### config.mk
export PLATFORM = sky130hd
export DESIGN_NAME = alu
export DESIGN_NICKNAME = d
export VERILOG_FILES = /design/src/rtl/alu_pkg.sv /design/src/rtl/alu_shifter.sv /design/src/rtl/alu.sv
export SDC_FILE = /design/constraint.sdc
export NUM_CORES = 1
export LEC_CHECK = 0
export BUFFER_PORTS_ARGS = -buffer_cell sky130_fd_sc_hd__buf_2
export CAP_MARGIN = 20
export CORE_MARGIN = 4
export CORE_UTILIZATION = 25
export CTS_CLUSTER_DIAMETER = 50
export DETAILED_ROUTE_END_ITERATION = 12
export PLACE_DENSITY_LB_ADDON = 0.25
export SKIP_LAST_GASP = 1
export SLEW_MARGIN = 20
export SYNTH_ARGS = -nofsm -noshare
export SYNTH_HDL_FRONTEND = slang
export SYNTH_SLANG_ARGS = --single-unit
### constraint.sdc
create_clock -name clk -period 2.6 [get_ports clk]
set_input_delay 0.13 -clock clk [delete_from_list [all_inputs] [get_ports clk]]
set_output_delay 0.13 -clock clk [all_outputs]
set_load 0.005 [all_outputs]
### src/rtl/alu_pkg.sv
// rtl/alu_pkg.sv - shared opcode encoding and datapath width for the alu
package alu_pkg;

    localparam int ALU_W = 8;

    typedef enum logic [2:0] {
        OP_ADD = 3'd0,
        OP_SUB = 3'd1,
        OP_AND = 3'd2,
        OP_OR  = 3'd3,
        OP_XOR = 3'd4,
        OP_NOT = 3'd5,
        OP_SHL = 3'd6,
        OP_SHR = 3'd7
    } opcode_t;

endpackage

### src/rtl/alu_shifter.sv
// rtl/alu_shifter.sv - combinational logical barrel shifter, amount 0-7, with shifted-out bit
module alu_shifter
    import alu_pkg::*;
(
    input  logic [ALU_W-1:0] a,
    input  logic [2:0]       amt,
    input  logic             right,
    output logic [ALU_W-1:0] y,
    output logic             out_bit
);

    logic [ALU_W:0] lext;
    logic [ALU_W:0] rext;

    // One guard bit catches the last bit shifted out; it stays 0 for amount 0.
    always_comb begin
        lext = {1'b0, a} << amt;
        rext = {a, 1'b0} >> amt;
        if (right) begin
            y       = rext[ALU_W:1];
            out_bit = rext[0];
        end else begin
            y       = lext[ALU_W-1:0];
            out_bit = lext[ALU_W];
        end
    end

endmodule

### src/rtl/alu.sv
// rtl/alu.sv - 8-bit eight-function alu with registered result and status flags
module alu
    import alu_pkg::*;
(
    input  logic             clk,
    input  logic             rst,
    input  logic [ALU_W-1:0] A,
    input  logic [ALU_W-1:0] B,
    input  logic [2:0]       op,
    output logic [ALU_W-1:0] result,
    output logic             carry,
    output logic             overflow,
    output logic             zero,
    output logic             negative
);

    logic [ALU_W:0]   sum;
    logic [ALU_W:0]   diff;
    logic [ALU_W-1:0] sh_y;
    logic             sh_c;
    logic [ALU_W-1:0] res_d;
    logic             c_d;
    logic             v_d;

    // op[0] distinguishes SHR (111) from SHL (110).
    alu_shifter u_shifter (
        .a       (A),
        .amt     (B[2:0]),
        .right   (op[0]),
        .y       (sh_y),
        .out_bit (sh_c)
    );

    always_comb begin
        sum   = {1'b0, A} + {1'b0, B};
        diff  = {1'b0, A} - {1'b0, B};
        res_d = '0;
        c_d   = 1'b0;
        v_d   = 1'b0;
        case (opcode_t'(op))
            OP_ADD: begin
                res_d = sum[ALU_W-1:0];
                c_d   = sum[ALU_W];
                v_d   = (A[ALU_W-1] == B[ALU_W-1]) && (sum[ALU_W-1] != A[ALU_W-1]);
            end
            OP_SUB: begin
                res_d = diff[ALU_W-1:0];
                c_d   = diff[ALU_W];
                v_d   = (A[ALU_W-1] != B[ALU_W-1]) && (diff[ALU_W-1] != A[ALU_W-1]);
            end
            OP_AND: res_d = A & B;
            OP_OR:  res_d = A | B;
            OP_XOR: res_d = A ^ B;
            OP_NOT: res_d = ~A;
            OP_SHL, OP_SHR: begin
                res_d = sh_y;
                c_d   = sh_c;
            end
        endcase
    end

    always_ff @(posedge clk) begin
        if (rst) begin
            result   <= '0;
            carry    <= 1'b0;
            overflow <= 1'b0;
            zero     <= 1'b1;
            negative <= 1'b0;
        end else begin
            result   <= res_d;
            carry    <= c_d;
            overflow <= v_d;
            zero     <= (res_d == '0);
            negative <= res_d[ALU_W-1];
        end
    end

endmodule

# Word level (Yosys, flattened, before mapping)
# Cells that the tools add are included.
[word_totals] wordCells=34 register_bits=12 out_inout_bits=12 mem_bits_rw=0 in_bits=21 latch_bits=0 mem_count=0 romBits=0
[op_classes] add_sub_neg=2 n_bitwise=4 shifts=2 magnitude_cmp=0 div=0 multipliers=0 reduce_logical=5 muxes=5 n_eq_ne=11
[ops] cell="$pmux 8 s7" n=1
[ops] cell="$eq 3x3->1 const B" n=4
[ops] cell="$add 8x8->9" n=1
[ops] cell="$shl 8x3->9" n=1
[ops] cell="$shr 9x3->9" n=1
[ops] cell="$sub 8x8->9" n=1
[ops] cell="$and 8x8->8" n=1
[ops] cell="$logic_not 8->1" n=1
[ops] cell="$mux 8" n=1
[ops] cell="$not 8->8" n=1
[ops] cell="$or 8x8->8" n=1
[ops] cell="$xor 8x8->8" n=1
[ops] cell="$eq 3x2->1 const B" n=2
[ops] cell="$eq 3x1->1 const B" n=1
[ops] cell="$logic_not 3->1" n=1
[ops] cell="$ne 1x1->1" n=3
[ops] cell="$pmux 1 s3" n=1
[ops] cell="$logic_and 1x1->1" n=2
[ops] cell="$pmux 1 s2" n=1
[ops] cell="$reduce_or 2->1" n=1
[ops] cell="$eq 1x1->1" n=1
[ops] cell="$mux 1" n=1

# Logic depth before layout (Yosys ltp)
[depth] depth_word=4 depth_mapped=11 ltp_nobuf=10

# By module
# Synthesis repeated with hierarchy kept, for this count alone.
[unflattened] hier_cells=303 area_unflattened_um2=2388.5
[by_module_without_submodules] mod="alu" n_inst=1 cells_per_inst=230 area_each_um2=1796.7 seq_area_each_um2=220.2
[by_module_without_submodules] mod="alu_shifter" n_inst=1 cells_per_inst=73 area_each_um2=591.8 seq_area_each_um2=0.0

# Worst setup path after synthesis
# OpenSTA, ideal clock, no wires.
[synth_path] path_kind="in2reg" start="input B[1]" end="register zero" setup_time_ps=115 stages=9 arrival_ps=2236 n_path_buf=1 setup_slack_ps=248 required_time_ps=2485 cell_sequence="clkbuf_1 -> inv_1 -> ha_1 -> a21oi_1 -> o22ai_1 -> o41ai_1 -> xor2_1 -> a221o_1 -> a31o_1"
[synth_between] elab_chain_cells=4 word_cells_on_any_way=10 cone_classes="2 x add/sub; 2 x shift; 2 x mux; 3 x bitwise; 1 x reduce/logical"
[synth_rtl] item="from (decl)" line_no="alu.sv:8" source="input logic [ALU_W-1:0] B,"
[synth_rtl] item="branches (longest 2 deep; another with $sub 8x8->9)"
[synth_rtl] item="$pmux 8 s7 *" line_no="alu.sv:40" source="case (opcode_t'(op))"
[synth_rtl] item="$logic_not 8->1 *" line_no="alu.sv:73" source="zero <= (res_d == '0);"
[synth_rtl] item="to (signal assigned)" line_no="alu.sv:73"
[synth_rtl] item="to (decl)" line_no="alu.sv:13" source="output logic zero,"
# Every way passes the cells marked *.
# A chain may end at the register's enable or synchronous reset.

# Worst setup path in the final report
[layout_path] start="input A[0]" end="register zero"
[layout_between] elab_chain_cells=4 word_cells_on_any_way=11 cone_classes="2 x add/sub; 2 x shift; 2 x mux; 4 x bitwise; 1 x reduce/logical"
[layout_rtl] item="from (decl)" line_no="alu.sv:7" source="input logic [ALU_W-1:0] A,"
[layout_rtl] item="branches (longest 2 deep; another with $sub 8x8->9)"
[layout_rtl] item="$pmux 8 s7 *" line_no="alu.sv:40"
[layout_rtl] item="$logic_not 8->1 *" line_no="alu.sv:73"
# Marks and branches as above.

==> flow_metrics.tcl <==
set metrics [dict create \
    dpl.hpwl_um 5810 \
    critPathKind "primary input to flop" \
    post_cts.repair.setup_buffers 0 \
    synthArstFlopShare_pct 0 \
    syn_nets 349 \
    hold_viol_final 0 \
    portBuffers 32 \
    num_rows 34 \
    slew_headroom_pct 69.1 \
    start_kind "primary input" \
    synth_edf_count 0 \
    min_path_type "primary input to flop" \
    hold_depth 2 \
    cp-endpoint "zero" \
    fin_crit_sh_pct 87.0 \
    path_buf_inv 1 \
    cts.sinks 11 \
    diodes 0 \
    ys_seq_area_share_pct 9.72 \
    core_um2 8760 \
    via_count 2326 \
    die_h_um 103 \
    synthesis.yosys.warnings 0 \
    fp.dieArea_um2 10600 \
    finalSetupTns_ns 0 \
    cp-end-kind "flop" \
    place_congestion 0.869 \
    avgSynthCellArea_um2 7.52 \
    maxSlewViolCount 0 \
    syn_inst 301 \
    viasPerCell 5.33 \
    final_nets 377 \
    overflow 0 \
    critPathArrivalTime_ns 2.39 \
    hp-start "rst" \
    antenna_found_initial 0 \
    p_leak_nw 1.15 \
    fmax_mhz 442 \
    start_util_pct 25.8 \
    total_power_w 0.000812 \
    cts_hold_buf 0 \
    drc_errors 0 \
    crit_chain "buf_2 -> ha_1 -> fa_1 -> a21o_1 -> a21oi_1 -> nand2b_1 -> a21oi_1 -> o32ai_1 -> nor4_2 -> a31o_1" \
    setup_violations 0 \
    io_pins 33 \
    ys.flop_type "dfxtp_1" \
    avgRoutedWirePerCell_um 16.6 \
    critPathLaunch "A[0]" \
    fillCellCount 976 \
    required_ns 2.72 \
    ys_ff_latch 11 \
    antenna_left 0 \
    vdd_drop_max_v 0.000119 \
    grtUsageTotal_pct 13.4 \
    cts_root_buffer "clkbuf_8" \
    htree_levels 1 \
    finalNonFillerCells 436 \
    hold-worst-slack_ns 0.196 \
    drt-initial-drc-count 110 \
    drive_above_1_share_pct 21.0 \
    power.density_nw_per_um2 312 \
    crit_top_cell "a21oi_1" \
    drv_cap 0 \
    clockBufferDepth 2 \
    synth.distinct_cells 67 \
    syn2layout_area_growth_pct 14.9 \
    drtPass1Iterations 5 \
    crit_family "compound AO/OA/AOI/OAI gates" \
    grt_pass1_wl_um 11200 \
    dpl.cell_count 432 \
    outcome "completed" \
    worst_slew_pin_slew_ns 0.460 \
    synth_area_um2 2260 \
    cpPeakStageDelay_ns 0.44 \
    period_minus_slack_ns 2.26 \
    rsz0062_at_grt "false" \
    cts_tree "done" \
    postCtsResizedCells 0 \
    path_depth 10 \
    slowest_stage "fa_1" \
    wl_um 7220 \
    clkTransAtPathRegs_ns 0.05 \
    crit_fanout 7 \
    grt_pass1_vias 2122 \
    die_w_um 103 \
    grt_max_degree 25 \
    cts_buffers 3 \
]
cell usage in the layout, fill, tap and decap left out, types with 2 or more instances in the layout:
master    count
and3b_1       2
nand2_1      22
xnor2_1       5
a211oi_1      4
nor3_1       12
o221ai_1      2
nor2_1       31
mux2_2        3
o211ai_1      2
a221oi_1      2
mux4_2        7
a22oi_1       2
nor2b_1      11
inv_1        24
a31oi_1       4
mux2i_1       7
nor3b_1       2
o22ai_1       5
and2_1        2
fa_1          2
ha_1         25
buf_2        32
a21oi_1      16
o21ai_0      17
buf_4        13
nand3_1       7
nor4_1        3
a211o_1       2
or2_2         2
or3_1         3
nand2b_1      8
a32oi_1       2
o311a_1       2
dfxtp_1      11
clkbuf_8      3
stage by stage:
stage | worst slack [ns] | utilization [%] | cell area [µm²]
after detailed placement | 0.174 | 29.2 | 2560
final | 0.338 | 29.7 | 2600
after CTS | 0.397 | 29.7 | 2600
after floorplan | 0.248 | - | 2260
after global placement | 0.149 | 29.2 | 2560
after global routing | 0.221 | 29.7 | 2600
sequential cells by signal (all words and copies together), names as in the netlist:
signal    cells
overflow      1
zero          1
result        8
carry         1
final cells by class:
| class | instances | area [µm²] | area share [%] |
|---|---|---|---|
| clock buffer | 4 | 45.0 | 1.73 |
| multi-input combinational | 244 | 1850 | 71.2 |
| timing repair buffer | 45 | 258 | 9.90 |
| sequential | 11 | 220 | 8.46 |
| inverter | 24 | 90.1 | 3.46 |
| tap | 108 | 135 | 5.19 |
layer usage:
layer / part of all wire [%] / up-vias / GRT usage [%]
met5: 0 / - / 0
met4: 0.24 / 0 / 2.09
met3: 5.4 / 2 / 0.537
met2: 46 / 73 / 21.9
met1: 49 / 1113 / 20.0
li1: - / 1138 / -
worst min-delay path by stage:
stage / to / slack [ns]
floorplan: result[7] / 0.31
global placement: result[5] / 0.45
detailed placement: result[5] / 0.44
CTS: result[4] / 0.19
global route: result[5] / 0.21
finish: result[4] / 0.20
cells by family after synthesis:
family | synth area share, %
AND/OR/NAND/NOR | 24.4
AO/OA/AOI/OAI | 26.4
buffers and inverters | 8.40
adder cells (fa/ha/maj) | 15.6
multiplexers | 13.2
flip-flops | 9.72
XOR/XNOR | 2.32
power breakdown:
group          switching (W)  internal, W
sequential        0.00000309     0.000185
combinational       0.000266     0.000195
clock              0.0000561     0.000107
synth_stat cells (4+ instances only):
master / number / area [µm²]
nor2b_1: 11 / 68.8
a31oi_1: 4 / 25.0
buf_2: 5 / 25.0
a21oi_1: 16 / 80.1
mux2i_1: 7 / 70.1
nand3_1: 7 / 35.0
o22ai_1: 5 / 31.3
ha_1: 25 / 313
nor3_1: 12 / 60.1
o21ai_0: 17 / 85.1
mux4_2: 7 / 158
dfxtp_1: 11 / 220
clkbuf_1: 12 / 45.0
xnor2_1: 5 / 43.8
nor2_1: 31 / 116
a211oi_1: 4 / 30.0
nand2_1: 22 / 82.6
nand2b_1: 8 / 50.1
inv_1: 24 / 90.1
Power figures use the tool's default switching activity.
